<file path="src/rtl/seq_mul_param.sv">
// rtl/seq_mul_param.sv - parametrised iterative shift-add multiplier with RV-style op select
module seq_mul_param #(
    parameter int WIDTH          = 32,
    parameter int BITS_PER_CYCLE = 1
) (
    input  logic                 clk,
    input  logic                 rst,
    input  logic                 start,
    input  logic [1:0]           op,
    input  logic [WIDTH-1:0]     in1,
    input  logic [WIDTH-1:0]     in2,
    input  logic                 kill,
    output logic                 busy,
    output logic                 done,
    output logic [WIDTH-1:0]     result,
    output logic [2*WIDTH-1:0]   product
);

    localparam int N  = WIDTH / BITS_PER_CYCLE;
    localparam int CW = $clog2(N + 1);
    localparam int AW = 2 * WIDTH + BITS_PER_CYCLE;
    localparam int PW = WIDTH + BITS_PER_CYCLE;

    typedef enum logic [1:0] {
        S_IDLE = 2'd0,
        S_CALC = 2'd1,
        S_DONE = 2'd2
    } state_t;

    state_t                 state_q;
    logic [1:0]             op_q;
    logic                   neg_q;
    logic [WIDTH-1:0]       mcand_q;
    logic [WIDTH-1:0]       mplier_q;
    logic [AW-1:0]          acc_q;
    logic [CW-1:0]          cnt_q;
    logic                   busy_q;
    logic                   done_q;
    logic [WIDTH-1:0]       result_q;
    logic [2*WIDTH-1:0]     product_q;

    logic                   sign1;
    logic                   sign2;
    logic [WIDTH-1:0]       mag1;
    logic [WIDTH-1:0]       mag2;
    logic [BITS_PER_CYCLE-1:0] digit;
    logic [PW-1:0]          partial;
    logic [AW-1:0]          acc_d;
    logic [2*WIDTH-1:0]     prod_mag;
    logic [2*WIDTH-1:0]     prod_d;

    always_comb begin
        sign1    = ((op == 2'b01) || (op == 2'b10)) && in1[WIDTH-1];
        sign2    = (op == 2'b01) && in2[WIDTH-1];
        mag1     = sign1 ? (~in1 + 1'b1) : in1;
        mag2     = sign2 ? (~in2 + 1'b1) : in2;
        digit    = mplier_q[BITS_PER_CYCLE-1:0];
        partial  = {{BITS_PER_CYCLE{1'b0}}, mcand_q} * {{WIDTH{1'b0}}, digit};
        // Partial products enter at bit WIDTH; N right shifts bring digit j to weight 2^(j*BPC).
        acc_d    = (acc_q + {partial, {WIDTH{1'b0}}}) >> BITS_PER_CYCLE;
        prod_mag = acc_q[2*WIDTH-1:0];
        prod_d   = neg_q ? (~prod_mag + 1'b1) : prod_mag;
    end

    always_ff @(posedge clk) begin
        if (!rst) begin
            state_q   <= S_IDLE;
            op_q      <= '0;
            neg_q     <= 1'b0;
            mcand_q   <= '0;
            mplier_q  <= '0;
            acc_q     <= '0;
            cnt_q     <= '0;
            busy_q    <= 1'b0;
            done_q    <= 1'b0;
            result_q  <= '0;
            product_q <= '0;
        end else begin
            done_q <= 1'b0;
            case (state_q)
                S_IDLE: begin
                    if (start && !kill) begin
                        op_q     <= op;
                        neg_q    <= sign1 ^ sign2;
                        mcand_q  <= mag1;
                        mplier_q <= mag2;
                        acc_q    <= '0;
                        cnt_q    <= '0;
                        busy_q   <= 1'b1;
                        state_q  <= S_CALC;
                    end
                end
                S_CALC: begin
                    if (kill) begin
                        busy_q  <= 1'b0;
                        state_q <= S_IDLE;
                    end else begin
                        acc_q    <= acc_d;
                        mplier_q <= mplier_q >> BITS_PER_CYCLE;
                        cnt_q    <= cnt_q + 1'b1;
                        if (cnt_q == CW'(N - 1)) begin
                            state_q <= S_DONE;
                        end
                    end
                end
                S_DONE: begin
                    if (!kill) begin
                        product_q <= prod_d;
                        result_q  <= (op_q == 2'b00) ? prod_d[WIDTH-1:0]
                                                     : prod_d[2*WIDTH-1:WIDTH];
                        done_q    <= 1'b1;
                    end
                    busy_q  <= 1'b0;
                    state_q <= S_IDLE;
                end
                default: begin
                    busy_q  <= 1'b0;
                    state_q <= S_IDLE;
                end
            endcase
        end
    end

    assign busy    = busy_q;
    assign done    = done_q;
    assign result  = result_q;
    assign product = product_q;

endmodule
</file>
<file path="config.mk">
export PLATFORM = sky130hd
export DESIGN_NAME = seq_mul_param
export DESIGN_NICKNAME = d
export VERILOG_FILES = /design/src/rtl/seq_mul_param.sv
export SDC_FILE = /design/constraint.sdc
export NUM_CORES = 1
export LEC_CHECK = 0
export BUFFER_PORTS_ARGS = -buffer_cell sky130_fd_sc_hd__buf_2
export CORE_AREA = 2 2 165 167
export DETAILED_ROUTE_END_ITERATION = 6
export DIE_AREA = 0 0 167 169
export GPL_TIMING_DRIVEN = 0
export PLACE_DENSITY = 0.72
export SYNTH_ARGS = -nofsm -noshare
export SYNTH_HDL_FRONTEND = slang
export SYNTH_SLANG_ARGS = --single-unit
export TNS_END_PERCENT = 30
</file>
<file path="constraint.sdc">
create_clock -name clk -period 2.8 [get_ports clk]
set_input_delay 0.56 -clock clk [delete_from_list [all_inputs] [get_ports clk]]
set_output_delay 0.56 -clock clk [all_outputs]
set_load 0.005 [all_outputs]
</file>
==> qor.txt <==
number of failing hold endpoints at the final stage = 0
Final period util = 104%
GRT Util Overall = 29.3%
total CTS buffers = 26
clock tree root buffer cell = sky130_fd_sc_hd__clkbuf_16
Antenna diodes = 0
synthesis-to-layout area growth = 24.7%
path type of the worst min-delay path = in2reg
slew at the pin with the worst max-slew slack = 0.946 ns
router iterations before antenna repair = 5
Max Fanout on Critical Path = 7
clock latency of the later-clocked register in the worst-skew pair = 0.54 ns
number of register bits inferred by synthesis = 237
effective utilization at floorplan = 49.0%
number of enable-type register cells in the synthesized netlist = 0
wire length of the first global-routing pass = 66400 µm
Max Clock Freq = 344 MHz
Iteration-0 DRC Markers = 1001
FF/Latch Area = 0.00477 mm²
routability congestion estimate from global placement = 0.937
top flip-flop cell by instance count after synthesis = sky130_fd_sc_hd__dfxtp_1
number of distinct library cell variants in the gate-level netlist after synthesis = 71
clock sink count = 237
Worst Slack Setup Final = -0.110 ns
power density over the cells = 492 mW/mm²
worst slack at placement = -1.09 ns
net count of the mapped netlist = 1716
max-cap check violation count = 0
launching element type of the critical path = flip-flop
final standard cell utilization of the core = 61.1%
register clock-pin slew on the reported worst setup and hold paths = 0.06 ns
total standard cell area after synthesis = 0.0130 mm²
number of cells on the worst hold path = 3
pin count of the biggest net entering global routing = 15
die span in y = 169 µm
fin cells = 2202
share of post-route cells with drive strength above 1 = 21.0%
post-route minimum period = 2.91 ns
vias in the first global route = 12200
Post-route DRC = 0
CTS tree = done
fill count = 2352
count of final setup violators = 23
result of the run = finished, violations left
placeable core area = 0.0265 mm²
proportion of register bits with asynchronous set or reset after synthesis = 0%
Post-Place Cells = 2116
worst reg2reg path depth = 8
violations in the final reports = setup timing
Post-DP HPWL = 32300 µm
total global routing overflow = 0
cell row count = 60
mean cell area of the mapped netlist = 8.08 µm²
Post-CTS Hold Fix Bufs = 0
port bufs = 167
multi-input combinational cell area = 0.00836 mm²
max-slew violation count = 0
category of the critical setup timing path = reg2reg
number of instances in the synthesized netlist = 1608
endpoint type of the worst setup path = flip-flop
Nets = 1949
H-Tree Depth = 1
antenna violations before repair = 0
post-detailed-route count of antenna-violating nets = 0
unrepaired setup endpoints after global routing = true
required time reported for the critical path endpoint = 3.23 ns
maximum vdd ir drop = 0.505 mV
Die X-Extent = 167 µm
headroom to the max-slew limit = 36.9%
I/O pin cnt = 168
data arrival time of the critical path = 3.34 ns
clock tree buffer depth = 3
vias per inst = 5.93
Static Leakage = 6.50 nW
number of synthesis warnings = 0
overall via count from detail_route = 13000
sequential area share after synthesis = 36.5%
full die area = 0.0282 mm²
wire length per cell after detailed routing = 19.8 µm
worst clock skew = 0.00982 ns
total wirelength of the detailed-routed design = 43700 µm
## per-layer routing
metal	routed length (µm)	share of wire (%)	global-route usage (%)	vias up
met5	0	0	0	-
met4	1600	3.7	11.1	0
met3	2860	6.5	3.69	115
met2	20200	46	49.6	520
met1	19000	44	38.2	6131
li1	-	-	-	6283
## where the power goes
group          switching [W]  internal (W)
sequential         0.0000435       0.00344
combinational       0.000502      0.000255
clock                0.00151       0.00222
total                0.00205       0.00591
## cells by family after synthesis
| group | Yosys count | share of synthesized area, % |
|---|---|---|
| AO/OA/AOI/OAI | 496 | 25.3 |
| XOR/XNOR | 145 | 9.78 |
| adder cells (fa/ha/maj) | 38 | 3.72 |
| buffers and inverters | 129 | 3.77 |
| flip-flops | 237 | 36.5 |
| multiplexers | 4 | 0.308 |
| AND/OR/NAND/NOR | 559 | 20.5 |
## registers in the layout, summed over array words and instances (netlist names)
name / flops
done: 1
neg_q: 1
cnt_q: 6
op_q: 2
busy: 1
mplier_q: 32
acc_q: 64
state_q: 2
result: 32
mcand_q: 32
product: 64
## through the flow
step	TNS, ns	total power [W]	instance area, µm²	hold WS [ns]
4_1_cts	-0.878	0.00795	15800	0.292
3_5_place_dp	-33.71	0.00425	14300	0.439
3_3_place_gp	-32.85	0.00424	14300	0.436
2_1_floorplan	-0.110	0.00398	13000	0.423
5_1_grt	-3.50	0.00819	16200	0.315
6_report	-1.07	0.00796	16200	0.303
## path summary, 6_finish.rpt
| path | start | to | slack, ns |
|---|---|---|---|
| setup reg to reg | acc_q[39]$_SDFFE_PN0P_ | result[21]$_SDFFE_PN0P_ | -0.11 |
| setup / recovery | acc_q[39]$_SDFFE_PN0P_ | result[21]$_SDFFE_PN0P_ | -0.11 |
| hold reg to reg | product[62]$_SDFFE_PN0P_ | product[62]$_SDFFE_PN0P_ | 0.45 |
| hold / removal | op[1] | op_q[1]$_SDFFE_PN0P_ | 0.30 |
## worst max-delay path: stages (launching register included)
cell and delay [ns]:
sky130_fd_sc_hd__dfxtp_1 0.44, sky130_fd_sc_hd__or4_1 0.62, sky130_fd_sc_hd__nor2_1 0.24, sky130_fd_sc_hd__nand3_2 0.23, sky130_fd_sc_hd__or4_1 0.48, sky130_fd_sc_hd__o21ai_0 0.23, sky130_fd_sc_hd__xor2_1 0.29, sky130_fd_sc_hd__nand2_1 0.09
sky130_fd_sc_hd__a22o_1 0.19
## layout by cell type (no fill, tap or decap), types with 32 or more instances in the layout
master and count:
sky130_fd_sc_hd__a22oi_1 53, sky130_fd_sc_hd__and2_1 32, sky130_fd_sc_hd__clkbuf_1 83, sky130_fd_sc_hd__nor2_1 185, sky130_fd_sc_hd__xnor2_1 39, sky130_fd_sc_hd__nand2_1 163, sky130_fd_sc_hd__buf_4 39, sky130_fd_sc_hd__a211oi_1 64
sky130_fd_sc_hd__xor2_1 95, sky130_fd_sc_hd__ha_1 32, sky130_fd_sc_hd__o21ai_0 98, sky130_fd_sc_hd__dfxtp_1 223, sky130_fd_sc_hd__buf_2 169, sky130_fd_sc_hd__a21oi_1 92
## area by class of cell
class | instances | share of cell area [%]
inverters | 21 | 0.487
plain buffers | 103 | 2.66
repair buffers | 210 | 7.27
flip-flops and latches | 237 | 29.5
clock inverters | 13 | 1.07
multi-input cells | 1242 | 51.7
well taps | 341 | 2.64
clock buffers | 35 | 4.73
## cells in the mapped netlist, drive strengths merged (4+ instances only)
cell type,n,area share (%)
dfxtp,237,37
nor2,188,5.4
nand2,164,4.7
o21ai,116,4.5
xor2,104,7.0
a21oi,100,3.9
clkbuf,92,2.7
a211oi,68,3.9
a22oi,53,3.1
xnor2,41,2.8
ha,37,3.6
and2,35,1.7
nand3,29,1.2
o31ai,29,1.7
nor3,25,1.0
or3,23,1.1
inv,20,0.58
or4,19,1.2
o41ai,18,1.4
buf,16,0.50
o211ai,15,0.87
nor4,14,0.79
a21o,13,0.75
a22o,13,0.88
nand2b,13,0.63
o22ai,12,0.58
nor2b,11,0.53
a31oi,10,0.48
or2,10,0.48
a311oi,8,0.54
nand4,8,0.39
and3,6,0.29
o221ai,6,0.40
a221oi,5,0.34
nand3b,5,0.29
mux2i,4,0.31
o21a,4,0.23
## timing repair
item                       in CTS  in global routing
setup endpoints to repair      89                 97
resized for setup              86                 79
pin swaps                      31                 41
buffers inserted               29                 14
Note: power is estimated with default switching activity, not from simulation.
